--- config.mk ---
export PLATFORM = sky130hd
export DESIGN_NAME = reg_writeback_arbiter
export DESIGN_NICKNAME = d
export VERILOG_FILES = /design/src/rtl/wb_pkg.sv /design/src/rtl/wb_queue.sv /design/src/rtl/reg_writeback_arbiter.sv
export SDC_FILE = /design/constraint.sdc
export NUM_CORES = 1
export LEC_CHECK = 0
export CAP_MARGIN = 20
export CORE_ASPECT_RATIO = 0.9
export CORE_MARGIN = 1.5
export CORE_UTILIZATION = 45
export CTS_CLUSTER_DIAMETER = 40
export CTS_CLUSTER_SIZE = 24
export DETAILED_ROUTE_END_ITERATION = 8
export DONT_BUFFER_PORTS = 1
export HOLD_SLACK_MARGIN = 0.15
export MAX_ROUTING_LAYER = met4
export PLACE_DENSITY = 0.59
export SLEW_MARGIN = 40
export SYNTH_ARGS = -nofsm -noshare
export SYNTH_HDL_FRONTEND = slang
export SYNTH_SLANG_ARGS = --single-unit
--- constraint.sdc ---
create_clock -name clk -period 3.6 [get_ports clk]
set_clock_uncertainty 0.2 [all_clocks]
set_input_delay 0.36 -clock clk [delete_from_list [all_inputs] [get_ports clk]]
set_output_delay 0.36 -clock clk [all_outputs]
set_load 0.02 [all_outputs]
--- src/rtl/wb_pkg.sv ---
// Shared widths and the queue entry type for the register-file writeback path.
package wb_pkg;

  localparam int REG_ADDR_W = 5;
  localparam int DATA_W     = 32;
  localparam int NUM_REGS   = 32;

  typedef struct packed {
    logic                  live;
    logic [REG_ADDR_W-1:0] rw;
    logic [DATA_W-1:0]     data;
  } wb_entry_t;

  // r0 is hardwired in the register file, so it never shows as pending.
  function automatic logic [NUM_REGS-1:0] reg_onehot(input logic [REG_ADDR_W-1:0] rw);
    logic [NUM_REGS-1:0] v;
    v = '0;
    v[rw] = 1'b1;
    v[0] = 1'b0;
    return v;
  endfunction

endpackage

--- src/rtl/wb_queue.sv ---
// FIFO for long-latency writebacks with kill-by-address and a pending vector.
// WB_FWD_EN adds a youngest-live-match lookup for operand forwarding.
module wb_queue
  import wb_pkg::*;
#(
  parameter int DEPTH = 4,
  localparam int AW = $clog2(DEPTH)
) (
  input  logic                  clk,
  input  logic                  reset,
  input  logic                  push_i,
  input  logic [REG_ADDR_W-1:0] push_rw_i,
  input  logic [DATA_W-1:0]     push_data_i,
  input  logic                  pop_i,
  input  logic                  kill_en_i,
  input  logic [REG_ADDR_W-1:0] kill_rw_i,
  output wb_entry_t             head_o,
  output logic                  full_o,
  output logic                  empty_o,
  output logic [AW:0]           count_o,
  output logic [NUM_REGS-1:0]   pending_o
`ifdef WB_FWD_EN
  ,
  input  logic [REG_ADDR_W-1:0] fwd_ra_i,
  output logic                  fwd_hit_o,
  output logic [DATA_W-1:0]     fwd_data_o
`endif
);

  wb_entry_t       mem_q [DEPTH];
  logic [AW-1:0]   head_q, tail_q;
  logic [AW:0]     count_q;

  always_ff @(posedge clk) begin
    if (reset) begin
      head_q  <= '0;
      tail_q  <= '0;
      count_q <= '0;
      for (int i = 0; i < DEPTH; i++) begin
        mem_q[i] <= '0;
      end
    end else begin
      if (kill_en_i) begin
        for (int i = 0; i < DEPTH; i++) begin
          if (mem_q[i].rw == kill_rw_i) begin
            mem_q[i].live <= 1'b0;
          end
        end
      end
      // Vacated slots are cleared so the pending OR can scan every slot.
      if (pop_i) begin
        mem_q[head_q].live <= 1'b0;
        head_q <= head_q + 1'b1;
      end
      if (push_i) begin
        mem_q[tail_q] <= {1'b1, push_rw_i, push_data_i};
        tail_q <= tail_q + 1'b1;
      end
      count_q <= count_q + {{AW{1'b0}}, push_i} - {{AW{1'b0}}, pop_i};
    end
  end

  always_comb begin
    head_o = mem_q[head_q];
    if (kill_en_i && (mem_q[head_q].rw == kill_rw_i)) begin
      head_o.live = 1'b0;
    end
  end

  assign full_o  = (count_q == (AW+1)'(DEPTH));
  assign empty_o = (count_q == '0);
  assign count_o = count_q;

  always_comb begin
    pending_o = '0;
    for (int i = 0; i < DEPTH; i++) begin
      if (mem_q[i].live) begin
        pending_o = pending_o | reg_onehot(mem_q[i].rw);
      end
    end
  end

`ifdef WB_FWD_EN
  logic [AW-1:0] fwd_idx;

  // Walk oldest to youngest so the last match is the youngest.
  always_comb begin
    fwd_hit_o  = 1'b0;
    fwd_data_o = '0;
    fwd_idx    = '0;
    for (int k = 0; k < DEPTH; k++) begin
      fwd_idx = head_q + AW'(k);
      if ((k < int'(count_q)) && mem_q[fwd_idx].live &&
          (mem_q[fwd_idx].rw == fwd_ra_i) && (fwd_ra_i != '0)) begin
        fwd_hit_o  = 1'b1;
        fwd_data_o = mem_q[fwd_idx].data;
      end
    end
  end
`endif

endmodule

--- src/rtl/reg_writeback_arbiter.sv ---
// Merges the ALU path and the queued long-latency path onto the register-file write port.
// WB_FWD_EN adds the fwd_ra/fwd_hit/fwd_data forwarding lookup.
module reg_writeback_arbiter
  import wb_pkg::*;
#(
  parameter int DEPTH = 4
) (
  input  logic                  clk,
  input  logic                  reset,
  input  logic                  src0_valid,
  output logic                  src0_ready,
  input  logic [REG_ADDR_W-1:0] src0_rw,
  input  logic [DATA_W-1:0]     src0_data,
  input  logic                  src1_valid,
  output logic                  src1_ready,
  input  logic [REG_ADDR_W-1:0] src1_rw,
  input  logic [DATA_W-1:0]     src1_data,
  output logic                  wr_le,
  output logic [REG_ADDR_W-1:0] wr_rw,
  output logic [DATA_W-1:0]     wr_pw,
  output logic [NUM_REGS-1:0]   pending
`ifdef WB_FWD_EN
  ,
  input  logic [REG_ADDR_W-1:0] fwd_ra,
  output logic                  fwd_hit,
  output logic [DATA_W-1:0]     fwd_data
`endif
);

  localparam int AW = $clog2(DEPTH);

  wb_entry_t           q_head;
  logic                q_full, q_empty;
  logic [AW:0]         q_count;
  logic [NUM_REGS-1:0] q_pending;

  logic                q_push, q_pop, kill_en;
  logic                sel_valid;
  wb_entry_t           sel_entry;

  logic                  wr_le_q, wr_le_d;
  logic [REG_ADDR_W-1:0] wr_rw_q, wr_rw_d;
  logic [DATA_W-1:0]     wr_pw_q, wr_pw_d;

`ifdef WB_FWD_EN
  logic              q_fwd_hit;
  logic [DATA_W-1:0] q_fwd_data;
`endif

  wb_queue #(.DEPTH(DEPTH)) u_queue (
    .clk         (clk),
    .reset       (reset),
    .push_i      (q_push),
    .push_rw_i   (src1_rw),
    .push_data_i (src1_data),
    .pop_i       (q_pop),
    .kill_en_i   (kill_en),
    .kill_rw_i   (src0_rw),
    .head_o      (q_head),
    .full_o      (q_full),
    .empty_o     (q_empty),
    .count_o     (q_count),
    .pending_o   (q_pending)
`ifdef WB_FWD_EN
    ,
    .fwd_ra_i    (fwd_ra),
    .fwd_hit_o   (q_fwd_hit),
    .fwd_data_o  (q_fwd_data)
`endif
  );

  // A full queue wins the port so src1 can never be starved by a busy ALU.
  always_comb begin
    sel_valid  = 1'b0;
    sel_entry  = '0;
    q_pop      = 1'b0;
    kill_en    = 1'b0;
    src0_ready = !q_full;
    if (q_full) begin
      q_pop     = 1'b1;
      sel_valid = 1'b1;
      sel_entry = q_head;
    end else if (src0_valid) begin
      sel_valid = 1'b1;
      sel_entry = {1'b1, src0_rw, src0_data};
      kill_en   = (src0_rw != '0);
    end else if (!q_empty) begin
      q_pop     = 1'b1;
      sel_valid = 1'b1;
      sel_entry = q_head;
    end
  end

  assign src1_ready = (q_count < (AW+1)'(DEPTH));
  assign q_push     = src1_valid && src1_ready && (src1_rw != '0);

  assign wr_le_d = sel_valid && sel_entry.live && (sel_entry.rw != '0);
  assign wr_rw_d = sel_valid ? sel_entry.rw   : wr_rw_q;
  assign wr_pw_d = sel_valid ? sel_entry.data : wr_pw_q;

  always_ff @(posedge clk) begin
    if (reset) begin
      wr_le_q <= 1'b0;
      wr_rw_q <= '0;
      wr_pw_q <= '0;
    end else begin
      wr_le_q <= wr_le_d;
      wr_rw_q <= wr_rw_d;
      wr_pw_q <= wr_pw_d;
    end
  end

  assign wr_le   = wr_le_q;
  assign wr_rw   = wr_rw_q;
  assign wr_pw   = wr_pw_q;
  assign pending = q_pending | (wr_le_q ? reg_onehot(wr_rw_q) : '0);

`ifdef WB_FWD_EN
  always_comb begin
    fwd_hit  = 1'b0;
    fwd_data = '0;
    if (q_fwd_hit) begin
      fwd_hit  = 1'b1;
      fwd_data = q_fwd_data;
    end else if (wr_le_q && (wr_rw_q == fwd_ra) && (fwd_ra != '0)) begin
      fwd_hit  = 1'b1;
      fwd_data = wr_pw_q;
    end
  end
`endif

endmodule

==> summary.txt, run 1 <==
Status
  • Status: completed

Critical path
  • Cells along the critical path: buf_12, mux4_2, o22ai_1, a2bb2oi_1, dlygate4sd3_1, nor2_1, dlygate4sd3_1
  • Cell mode on critical path: dlygate4sd3_1
  • Largest stage delay, worst path: 0.63 ns
  • Startpoint Class: register
  • Critical Path End Type: register
  • Worst path required time: 3.72 ns
  • CP max FO: 26
  • Worst Path Arrival: 3.43 ns
  • Critical path class: register to register
  • Crit-path slowest cell: dfxtp_2

STA
  • Slew Limit Fails: 0
  • Period utilisation layout: 0.919
  • RSZ-0062 raised after global routing: false
  • Setup TNS: 0 ns
  • Final setup fails: 0
  • Worst slew pin tran: 0.728 ns
  • Final hold viol count: 0
  • Fin worst setup slack: 0.292 ns
  • Worst slew margin: 0.514
  • Max Freq: 302 MHz
  • Crit path time final: 3.31 ns

Yosys
  • Largest family of logic cells by synthesized area: simple AND/OR/NAND/NOR gates
  • Compound-Gate Fraction of Synth Area: 0.119
  • Flops & latches, synth: 199
  • Post-synthesis adder-cell area fraction: 0.0136
  • Post-synthesis mux area share: 0.0802
  • Post-synthesis cell count: 941
  • Synth Net Count: 1030
  • Seq/Total Area, Yosys: 0.512
  • Post-Syn Area per Cell: 11.3 µm²
  • Post-Synth XOR/XNOR Area: 0.0197
  • Synth cell types: 47
  • Post-Synth Simple-Gate Area: 0.212
  • Warnings from Yosys: 0
  • Synthesized cell area: 0.0107 mm²

Clock network
  • Post-cts sizing count: 0
  • H-Tree Depth: 4
  • TritonCTS Buffers: 17
  • TritonCTS clock tree: built
  • Total setup buffers inserted after CTS: 0
  • Clock transition at path regs: 0.07 ns
  • Maximum clock path buffer count: 2
  • CTS Root Buffer Type: clkbuf_16
  • Clock sinks: 199
  • Cts hold-fix bufs: 92
  • Clock Latency Late Sink: 0.43 ns

Routing
  • Routed wire length: 30700 µm
  • DRC Markers: 0
  • Vias per inst: 6.24
  • Routed len/inst: 23.8 µm
  • Pre-antenna DRT Iters: 6
  • ANT nets after route: 0
  • 1st-iter DRT viols: 792
  • Via count: 8020

Floorplanning
  • Site Rows: 53
  • Core area: 0.0233 mm²
  • Chip width: 165 µm
  • Top Ports: 150
  • Starting Density: 0.457
  • Die height: 149 µm
  • Die area: 0.0246 mm²

Final layout
  • Multi-input logic area: 0.00476 mm²
  • Register area: 0.00547 mm²
  • Post-route design area: 0.0123 mm²
  • FILL cells: 2007
  • Layout cells sized above 1: 0.194
  • Final Util: 0.527
  • Synth-to-Final Area Change: 15.3%
  • Count of non-filler cells in the finished layout: 1286
  • Post-layout net count: 1060

Pwr
  • Pwr/cell area: 621 mW/mm²
  • Lkg Pwr: 4.72 nW
  • Maximum VDD drop: 0.379 mV

Placed design
  • Placed cell area: 0.0108 mm²
  • Port Buffer Count: 0
  • GPL Wtd Cong: 0.923
  • Pre-CTS WS: 0.791 ns
  • DP Cell Count: 1162
  • Hpwl dp: 18400 µm

GRT
  • Largest net degree at the start of global routing: 87
  • Grt ovf: 0
  • Antenna violations before repair: 1
  • First-pass GRT wire length: 45400 µm
  • Gr usage total: 0.256
  • Vias in the first global route: 7682

Hold path
  • Worst min path class: input port to register

Job
  • Max_cap viols: 0
[metal layers]
layer  up-vias  track usage  wire length, µm
li1       3657            -                -
met1      3948        0.353            13600
met2       392        0.391            14100
met3        23       0.0531             2580
met4         0       0.0545              331
met5         -            -                0
[logic make-up (layout without fill, tap and decap cells)]
kind of cell,count (synthesis),in the layout
multiplexers,38,38
other,1,2
adder cells (fa/ha/maj),11,11
flip-flops,199,199
buffers and inverters,105,147
XOR/XNOR,24,24
AO/OA/AOI/OAI,182,182
AND/OR/NAND/NOR,381,381
[flip-flops by register name, indices dropped and copies added, names as in the netlist, named ones only]
name,count
u_queue.count_o,3
u_queue.head_q,2
u_queue.mem_q,152
u_queue.tail_q,2
wr_le,1
wr_pw,32
wr_rw,5
[layout make-up]
cell class	count	area share
Inverter	9	0.00275
Clock inverter	11	0.0101
Timing Repair Buffer	107	0.0895
Clock buffer	20	0.0355
Multi-Input combinational cell	637	0.387
Antenna cell	1	0.000203
Sequential cell	199	0.445
Tap cell	302	0.0307
[where the power goes]
part / total [mW] / internal, mW / leakage (nW) / switching (mW)
clock network: 1.87 / 1.02 / 0.266 / 0.843
registers: 3.29 / 2.80 / 1.96 / 0.492
logic: 2.47 / 1.09 / 2.50 / 1.38
[worst paths after layout]
kind	from	to	cells past startpoint	slack, ns
hold / removal	src1_rw[1]	u_queue.count_o[0]	4	0.20
setup reg to reg	register	wr_pw[7]	7	0.29
setup / recovery	register	wr_pw[7]	7	0.29
hold reg to reg	u_queue.tail_q[1]	u_queue.tail_q[1]	2	0.34
[critical path: cells and delay by family, from the launching register on]
family | cells | cell delay [ns]
and+or+nand+nor | 1 | 0.04
AOI/OAI and AO/OA | 2 | 0.33
DFF | 1 | 0.63
muxes | 1 | 0.59
buffers and inverters | 3 | 1.41
[Yosys cell counts, drive strengths merged]
cell type  count  area [µm²]
a21o           3        22.5
a21oi         40         200
a22oi         30         225
a2bb2oi       32         280
a31oi          1        6.26
and2           8        60.1
and3         154        1070
and3b          3        26.3
buf           20         123
clkbuf        76         305
conb           1        3.75
dfxtp         51        1020
edfxtp       148        4440
fa             1        20.0
ha            10         125
inv            9        33.8
mux4          38         856
nand2         33         124
nand3         29         145
nand3b        22         165
nor2          81         314
nor2b          1        6.26
nor3           5        25.0
nor3b         20         150
nor4           4        25.0
o211ai         1        21.3
o21ai          4        20.0
o21bai         4        30.0
o221ai        17         149
o22ai         50         313
or2           11        68.8
or3            2        12.5
or3b           6        52.6
or4            2        18.8
xnor2         16         140
xor2           8        70.1
[placed cells by master (no fill, tap or decap), types with 22 or more instances in the layout]
| cell | synthesis | final |
|---|---|---|
| nor2_1 | 79 | 79 |
| a2bb2oi_1 | 32 | 32 |
| and3_1 | 72 | 72 |
| a21oi_1 | 40 | 40 |
| and3_2 | 82 | 82 |
| edfxtp_1 | 148 | 148 |
| nand2_1 | 33 | 33 |
| a22oi_1 | 30 | 30 |
| dlygate4sd3_1 | 0 | 90 |
| dfxtp_1 | 51 | 49 |
| o22ai_1 | 50 | 50 |
| nand3b_1 | 22 | 22 |
| nand3_1 | 29 | 29 |
| mux4_2 | 38 | 38 |
[per-stage QoR]
stage               hold WS [ns]  power [mW]
floorplan                  0.269        5.01
global placement           0.235        5.58
detailed placement         0.238        5.63
CTS                        0.175        7.66
global route               0.194        7.99
finish                     0.204        7.63
(Power assumes the default switching activity.)
==> run 2, diff against run 1 <==
--- a/config.mk
+++ b/config.mk
@@ -7,7 +7,7 @@
 export LEC_CHECK = 0
 export CAP_MARGIN = 20
 export CORE_ASPECT_RATIO = 0.9
-export CORE_MARGIN = 1.5
+export CORE_MARGIN = 2
 export CORE_UTILIZATION = 45
 export CTS_CLUSTER_DIAMETER = 40
 export CTS_CLUSTER_SIZE = 24
@@ -15,7 +15,8 @@
 export DONT_BUFFER_PORTS = 1
 export HOLD_SLACK_MARGIN = 0.15
 export MAX_ROUTING_LAYER = met4
-export PLACE_DENSITY = 0.59
+export PLACE_DENSITY = 0.7
+export RECOVER_POWER = 50
 export SLEW_MARGIN = 40
 export SYNTH_ARGS = -nofsm -noshare
 export SYNTH_HDL_FRONTEND = slang
==> summary.txt, run 2 (synthesis gave the netlist of run 1 again) <==
Status
  • Status: finished, violations left
  • Failing checks: capacitance limit, slew limit

Critical path
  • Worst path required time: 3.71 ns
  • CP max FO: 26
  • Critical path class: register to register
  • Critical Path End Type: register
  • Worst Path Arrival: 3.38 ns
  • Startpoint Class: register

Final layout
  • Post-layout net count: 1049
  • Commonest non-fill, non-tap cell in the layout: edfxtp_1
  • FILL cells: 1990
  • Layout cells sized above 1: 0.189
  • Most frequent cells in the layout: 148 x edfxtp_1, 83 x dlygate4sd3_1, 82 x and3_2, 80 x nor2_1, 72 x and3_1
  • Largest register by flop count: u_queue.mem_q
  • Count of non-filler cells in the finished layout: 1276
  • Final Util: 0.521
  • Post-route design area: 0.0122 mm²
  • Synth-to-Final Area Change: 14.0%
  • Largest register FFs: 152

Clock network
  • Cts hold-fix bufs: 85
  • TritonCTS clock tree: built
  • CTS Root Buffer Type: clkbuf_16
  • Clock sinks: 199
  • Clock Latency Late Sink: 0.42 ns
  • TritonCTS Buffers: 17
  • H-Tree Depth: 4
  • Maximum clock path buffer count: 2
  • Post-cts sizing count: 0
  • Clock transition at path regs: 0.07 ns
  • Total setup buffers inserted after CTS: 0

Pwr
  • Switching Share: 0.360
  • Maximum VDD drop: 0.383 mV
  • Lkg Pwr: 4.66 nW
  • Combinational fraction of design power: 0.317
  • Sequential power share: 0.430
  • Psw: 2.73 mW
  • Pwr/cell area: 624 mW/mm²
  • Power Internal: 4.86 mW
  • Clock power share: 0.252

Floorplanning
  • Die area: 0.0250 mm²
  • Die height: 150 µm
  • Chip width: 166 µm
  • Core area: 0.0233 mm²
  • Site Rows: 53
  • Top Ports: 150
  • Starting Density: 0.457

Placed design
  • Port Buffer Count: 0
  • GPL Wtd Cong: 0.954
  • Hpwl dp: 17700 µm
  • DP Cell Count: 1158
  • Placed cell area: 0.0107 mm²

STA
  • Setup TNS: 0 ns
  • Slew Limit Fails: 38
  • Final setup fails: 0
  • Final hold viol count: 0
  • Worst slew pin tran: 1.81 ns
  • Crit path time final: 3.27 ns
  • Max Freq: 306 MHz
  • Period utilisation layout: 0.909
  • RSZ-0062 raised after global routing: false
  • Worst slew margin: -0.210

Hold path
  • Worst min path class: input port to register

GRT
  • Largest net degree at the start of global routing: 149
  • Antenna violations before repair: 2
  • Grt ovf: 0
  • First-pass GRT wire length: 45300 µm
  • Gr usage total: 0.242
  • Vias in the first global route: 7855

Job
  • Max_cap viols: 1

Routing
  • 1st-iter DRT viols: 868
  • Pre-antenna DRT Iters: 5
  • Routed wire length: 29900 µm
  • ANT nets after route: 0
  • Vias per inst: 6.37
  • Via count: 8131
  • DRC Markers: 0
  • Routed len/inst: 23.4 µm
[run 2: cell count changes in the layout (fill, tap and decap cells not counted), sizes merged]
| cell | change |
|---|---|
| clkinvlp | -2 |
| inv | +2 |
| clkinv | +3 |
| buf | -6 |
| bufinv | -1 |
| clkbuf | +1 |
| dlygate4sd3 | -7 |
[run 2: final cells by class]
type | count | area (µm²) | area share
sequential | 199 | 5470 | 0.450
multi-input combinational | 637 | 4720 | 0.388
timing repair buffer | 96 | 970 | 0.0797
clock buffer | 19 | 453 | 0.0372
tap | 302 | 378 | 0.0311
clock inverter | 13 | 139 | 0.0114
inverter | 9 | 33.8 | 0.00278
antenna | 1 | 2.50 | 0.000206
[run 2: routing by layer]
| layer | track usage | vias to the layer above | wire, µm |
|---|---|---|---|
| li1 | - | 3648 | - |
| met1 | 0.330 | 3981 | 13100 |
| met2 | 0.378 | 451 | 13800 |
| met3 | 0.0447 | 51 | 2520 |
| met4 | 0.0608 | 0 | 491 |
| met5 | - | - | 0 |
[run 2: power groups by stage]
| stage | combinational, mW | clock [mW] | sequential (mW) |
|---|---|---|---|
| after global placement | 2.20 | 0 | 3.30 |
| after floorplan | 1.87 | 0 | 3.13 |
| after detailed placement | 2.25 | 0 | 3.31 |
| after global routing | 2.60 | 2.01 | 3.31 |
| final | 2.41 | 1.91 | 3.27 |
| after CTS | 2.42 | 1.93 | 3.26 |
[run 2: final timing paths]
path	startpoint	endpoint	slack, ns	depth (start not counted)
worst max-delay path	register	wr_pw[31]	0.33	7
worst min-delay path	src0_valid	wr_le	0.21	4
worst max register to register	register	wr_pw[31]	0.33	7
worst min register to register	u_queue.tail_q[1]	u_queue.tail_q[1]	0.31	2
[run 2: critical path, stage by stage, from the launching register on]
cell	delay, ns
dfxtp_2	0.52
buf_4	0.41
mux4_2	0.44
o22ai_1	0.18
a2bb2oi_1	0.20
dlygate4sd3_1	0.58
nor2_1	0.05
dlygate4sd3_1	0.57
[run 2: stage by stage]
step	worst slack [ns]	hold WS (ns)	total power, mW
2_1_floorplan	0.878	0.269	5.01
3_3_place_gp	0.918	0.237	5.50
3_5_place_dp	1.18	0.239	5.56
4_1_cts	0.417	0.159	7.61
5_1_grt	0.170	0.209	7.93
6_report	0.329	0.207	7.59
==> run 3, diff against run 2 <==
--- a/config.mk
+++ b/config.mk
@@ -5,10 +5,11 @@
 export SDC_FILE = /design/constraint.sdc
 export NUM_CORES = 1
 export LEC_CHECK = 0
-export CAP_MARGIN = 20
+export CAP_MARGIN = 10
 export CORE_ASPECT_RATIO = 0.9
 export CORE_MARGIN = 2
 export CORE_UTILIZATION = 45
+export CTS_BUF_LIST = sky130_fd_sc_hd__clkbuf_16
 export CTS_CLUSTER_DIAMETER = 40
 export CTS_CLUSTER_SIZE = 24
 export DETAILED_ROUTE_END_ITERATION = 8
@@ -20,4 +21,5 @@
 export SLEW_MARGIN = 40
 export SYNTH_ARGS = -nofsm -noshare
 export SYNTH_HDL_FRONTEND = slang
+export SYNTH_HIERARCHICAL = 1
 export SYNTH_SLANG_ARGS = --single-unit
==> summary.txt, run 3 <==
Yosys
  • Post-Syn Area per Cell: 12.0 µm²
  • Seq/Total Area, Yosys: 0.508
  • Synthesized cell area: 0.0108 mm²
  • Cell with the most instances after synthesis: and3_1
  • Post-synthesis cell count: 895
  • Number of synthesized flops with an enable pin: 148
  • Synth Net Count: 984
  • Async S/R FF share, synth: 0
  • Synth cell types: 54
  • Yosys top cell by area: edfxtp_1
  • Commonest cells post-synth: 153 x and3_1, 148 x edfxtp_1, 51 x dfxtp_1, 46 x clkbuf_1, 38 x a21oi_1
  • Ys flop type: edfxtp_1
  • Warnings from Yosys: 6
  • Flops & latches, synth: 199
  • Top post-synthesis cells by area: edfxtp_1 41%, dfxtp_1 9.5%, and3_1 8.9%
  • Top cell type's share of synthesized area: 0.413

Placed design
  • Port Buffer Count: 0
  • Placed cell area: 0.0107 mm²
  • Hpwl dp: 17100 µm
  • GPL Wtd Cong: 0.875
  • Pre-CTS WS: 1.06 ns

Clock network
  • Clock transition at path regs: 0.07 ns
  • Total setup buffers inserted after CTS: 0
  • Clock Latency Late Sink: 0.44 ns
  • TritonCTS Buffers: 17
  • Maximum clock path buffer count: 2
  • TritonCTS clock tree: built
  • Clock sinks: 199
  • CTS Root Buffer Type: clkbuf_16
  • H-Tree Depth: 4

Routing
  • DRC Markers: 0
  • Vias per inst: 6.19
  • Via count: 7623
  • Routed len/inst: 22.7 µm
  • Pre-antenna DRT Iters: 5
  • ANT nets after route: 0
  • 1st-iter DRT viols: 768
  • Routed wire length: 27900 µm

Floorplanning
  • Top Ports: 150
  • Core area: 0.0234 mm²
  • Die area: 0.0252 mm²
  • Site Rows: 53
  • Starting Density: 0.460
  • Chip width: 167 µm
  • Die height: 151 µm

Pwr
  • Sequential power share: 0.457
  • Lkg Pwr: 5.00 nW
  • Pwr/cell area: 604 mW/mm²
  • Switching Share: 0.359
  • Clock power share: 0.246
  • Power Internal: 4.67 mW
  • Psw: 2.62 mW
  • Maximum VDD drop: 0.342 mV
  • Combinational fraction of design power: 0.297

Critical path
  • Startpoint Class: register
  • R2R setup slack: 0.76 ns
  • Cells along the critical path: nor3b_1, clkbuf_1, clkinv_1, buf_4
  • Largest stage delay, worst path: 0.80 ns
  • CP max FO: 25
  • R2R cell count: 7
  • Worst Path Arrival: 2.47 ns
  • Worst path required time: 3.04 ns
  • Critical path class: register to primary output
  • RR Endpoint: wr_le
  • Crit-path slowest cell: clkbuf_1
  • Critical Path End Type: primary output

STA
  • Fin worst setup slack: 0.572 ns
  • Worst slew margin: 0.137
  • Hold slack: 0.187 ns
  • Crit path time final: 3.03 ns
  • Setup TNS: 0 ns
  • Final hold viol count: 0
  • Period utilisation layout: 0.841
  • Slew Limit Fails: 0
  • Final setup fails: 0
  • RSZ-0062 raised after global routing: false
  • Max Freq: 330 MHz
  • Worst slew pin tran: 1.30 ns

Final layout
  • Largest register by flop count: u_queue/mem_q
  • Most frequent cells in the layout: 153 x and3_1, 148 x edfxtp_1, 76 x dlygate4sd3_1, 49 x dfxtp_1, 38 x a21oi_1
  • FILL cells: 1987
  • Largest register FFs: 152
  • Post-layout net count: 1002
  • Synth-to-Final Area Change: 12.1%
  • Commonest non-fill, non-tap cell in the layout: and3_1
  • Post-route design area: 0.0121 mm²
  • Layout cells sized above 1: 0.107
  • Final Util: 0.515

Job
  • Max_cap viols: 0

GRT
  • Gr usage total: 0.230
  • Grt ovf: 0
  • Antenna violations before repair: 4
  • Vias in the first global route: 7404
  • First-pass GRT wire length: 43000 µm
  • Largest net degree at the start of global routing: 89

Hold path
  • Hold EP: u_queue/tail_q[0]
  • HP Start: src1_rw[4]
  • WHS Path Cells: 3
  • Worst min path class: input port to register

Status
  • Status: completed
==> run 3: changes by cell type in the layout (fill, tap and decap cells not counted), moves of 17 or more <==
cell and change:
nand3_1 -19, nand2_1 -22, inv_1 +17, o21ai_0 +19, a2bb2oi_1 -32, and3_1 +81, o22ai_1 -39, nor2_1 -65
nand2b_1 +25, mux2i_1 +26, and3_2 -82
==> run 3: stage by stage <==
stage	total power [mW]	std cells
after global placement	5.40	1119
after floorplan	4.98	895
after global routing	7.66	1231
after detailed placement	5.43	1119
final	7.29	1231
after CTS	7.33	1228
==> run 3: routing by layer <==
layer	track usage	vias to the layer above	wire length [µm]
li1	-	3479	-
met1	0.316	3753	12200
met2	0.347	372	12700
met3	0.0581	19	2680
met4	0.0509	0	291
met5	-	-	0
==> run 3: critical path: cells and delay by family, from the launching register on <==
family                 cells  cell delay, ns
and+or+nand+nor            1            0.29
DFF                        1            0.40
buffers and inverters      3            1.32
==> run 3: cell type report <==
type,instances,area [µm²],area share
Multi-Input combinational cell,579,4690,0.389
Clock inverter,15,118,0.00975
Tap cell,302,378,0.0313
Antenna cell,3,7.51,0.000622
Clock buffer,17,425,0.0353
Sequential cell,199,5470,0.453
Inverter,26,98.8,0.00819
Timing Repair Buffer,90,877,0.0727
==> run 3: cell families (layout without fill, tap and decap cells) <==
family | count (synthesis) | in the layout | share of synthesized area
buffers and inverters | 117 | 148 | 0.0581
muxes | 64 | 64 | 0.104
xor gates and xnor gates | 29 | 29 | 0.0250
DFF | 199 | 199 | 0.508
other | 1 | 4 | 0.000348
adders and majority gates | 11 | 11 | 0.0135
AOI/OAI and AO/OA | 178 | 178 | 0.119
and+or+nand+nor | 296 | 296 | 0.172
==> run 3: how the worst max path moves through the flow <==
stage | from | end | slack, ns | cells after the start
after floorplan | u_queue/count_o[2] | u_queue/mem_q[1][0] | 0.66 | 7
after global placement | src1_rw[1] | u_queue/mem_q[1][24] | 0.86 | 5
after detailed placement | u_queue/count_o[2] | u_queue/count_o[2] | 1.06 | 11
after CTS | u_queue/mem_q[2][35] | pending[6] | 0.93 | 4
after global routing | u_queue/count_o[2] | src0_ready | 0.45 | 4
final | u_queue/count_o[2] | src0_ready | 0.57 | 4
==> run 3: power by group through the flow <==
stage,logic (mW),registers [mW],clock network [mW]
5_1_grt,2.38,3.38,1.91
4_1_cts,2.17,3.32,1.83
2_1_floorplan,1.77,3.21,0
6_report,2.16,3.33,1.79
3_5_place_dp,2.06,3.37,0
3_3_place_gp,2.03,3.36,0
==> run 3: timing repair <==
action	CTS	global route
resized for setup	0	0
setup endpoints to repair	0	0
hold buffers	77	0
hold endpoints to repair	199	0
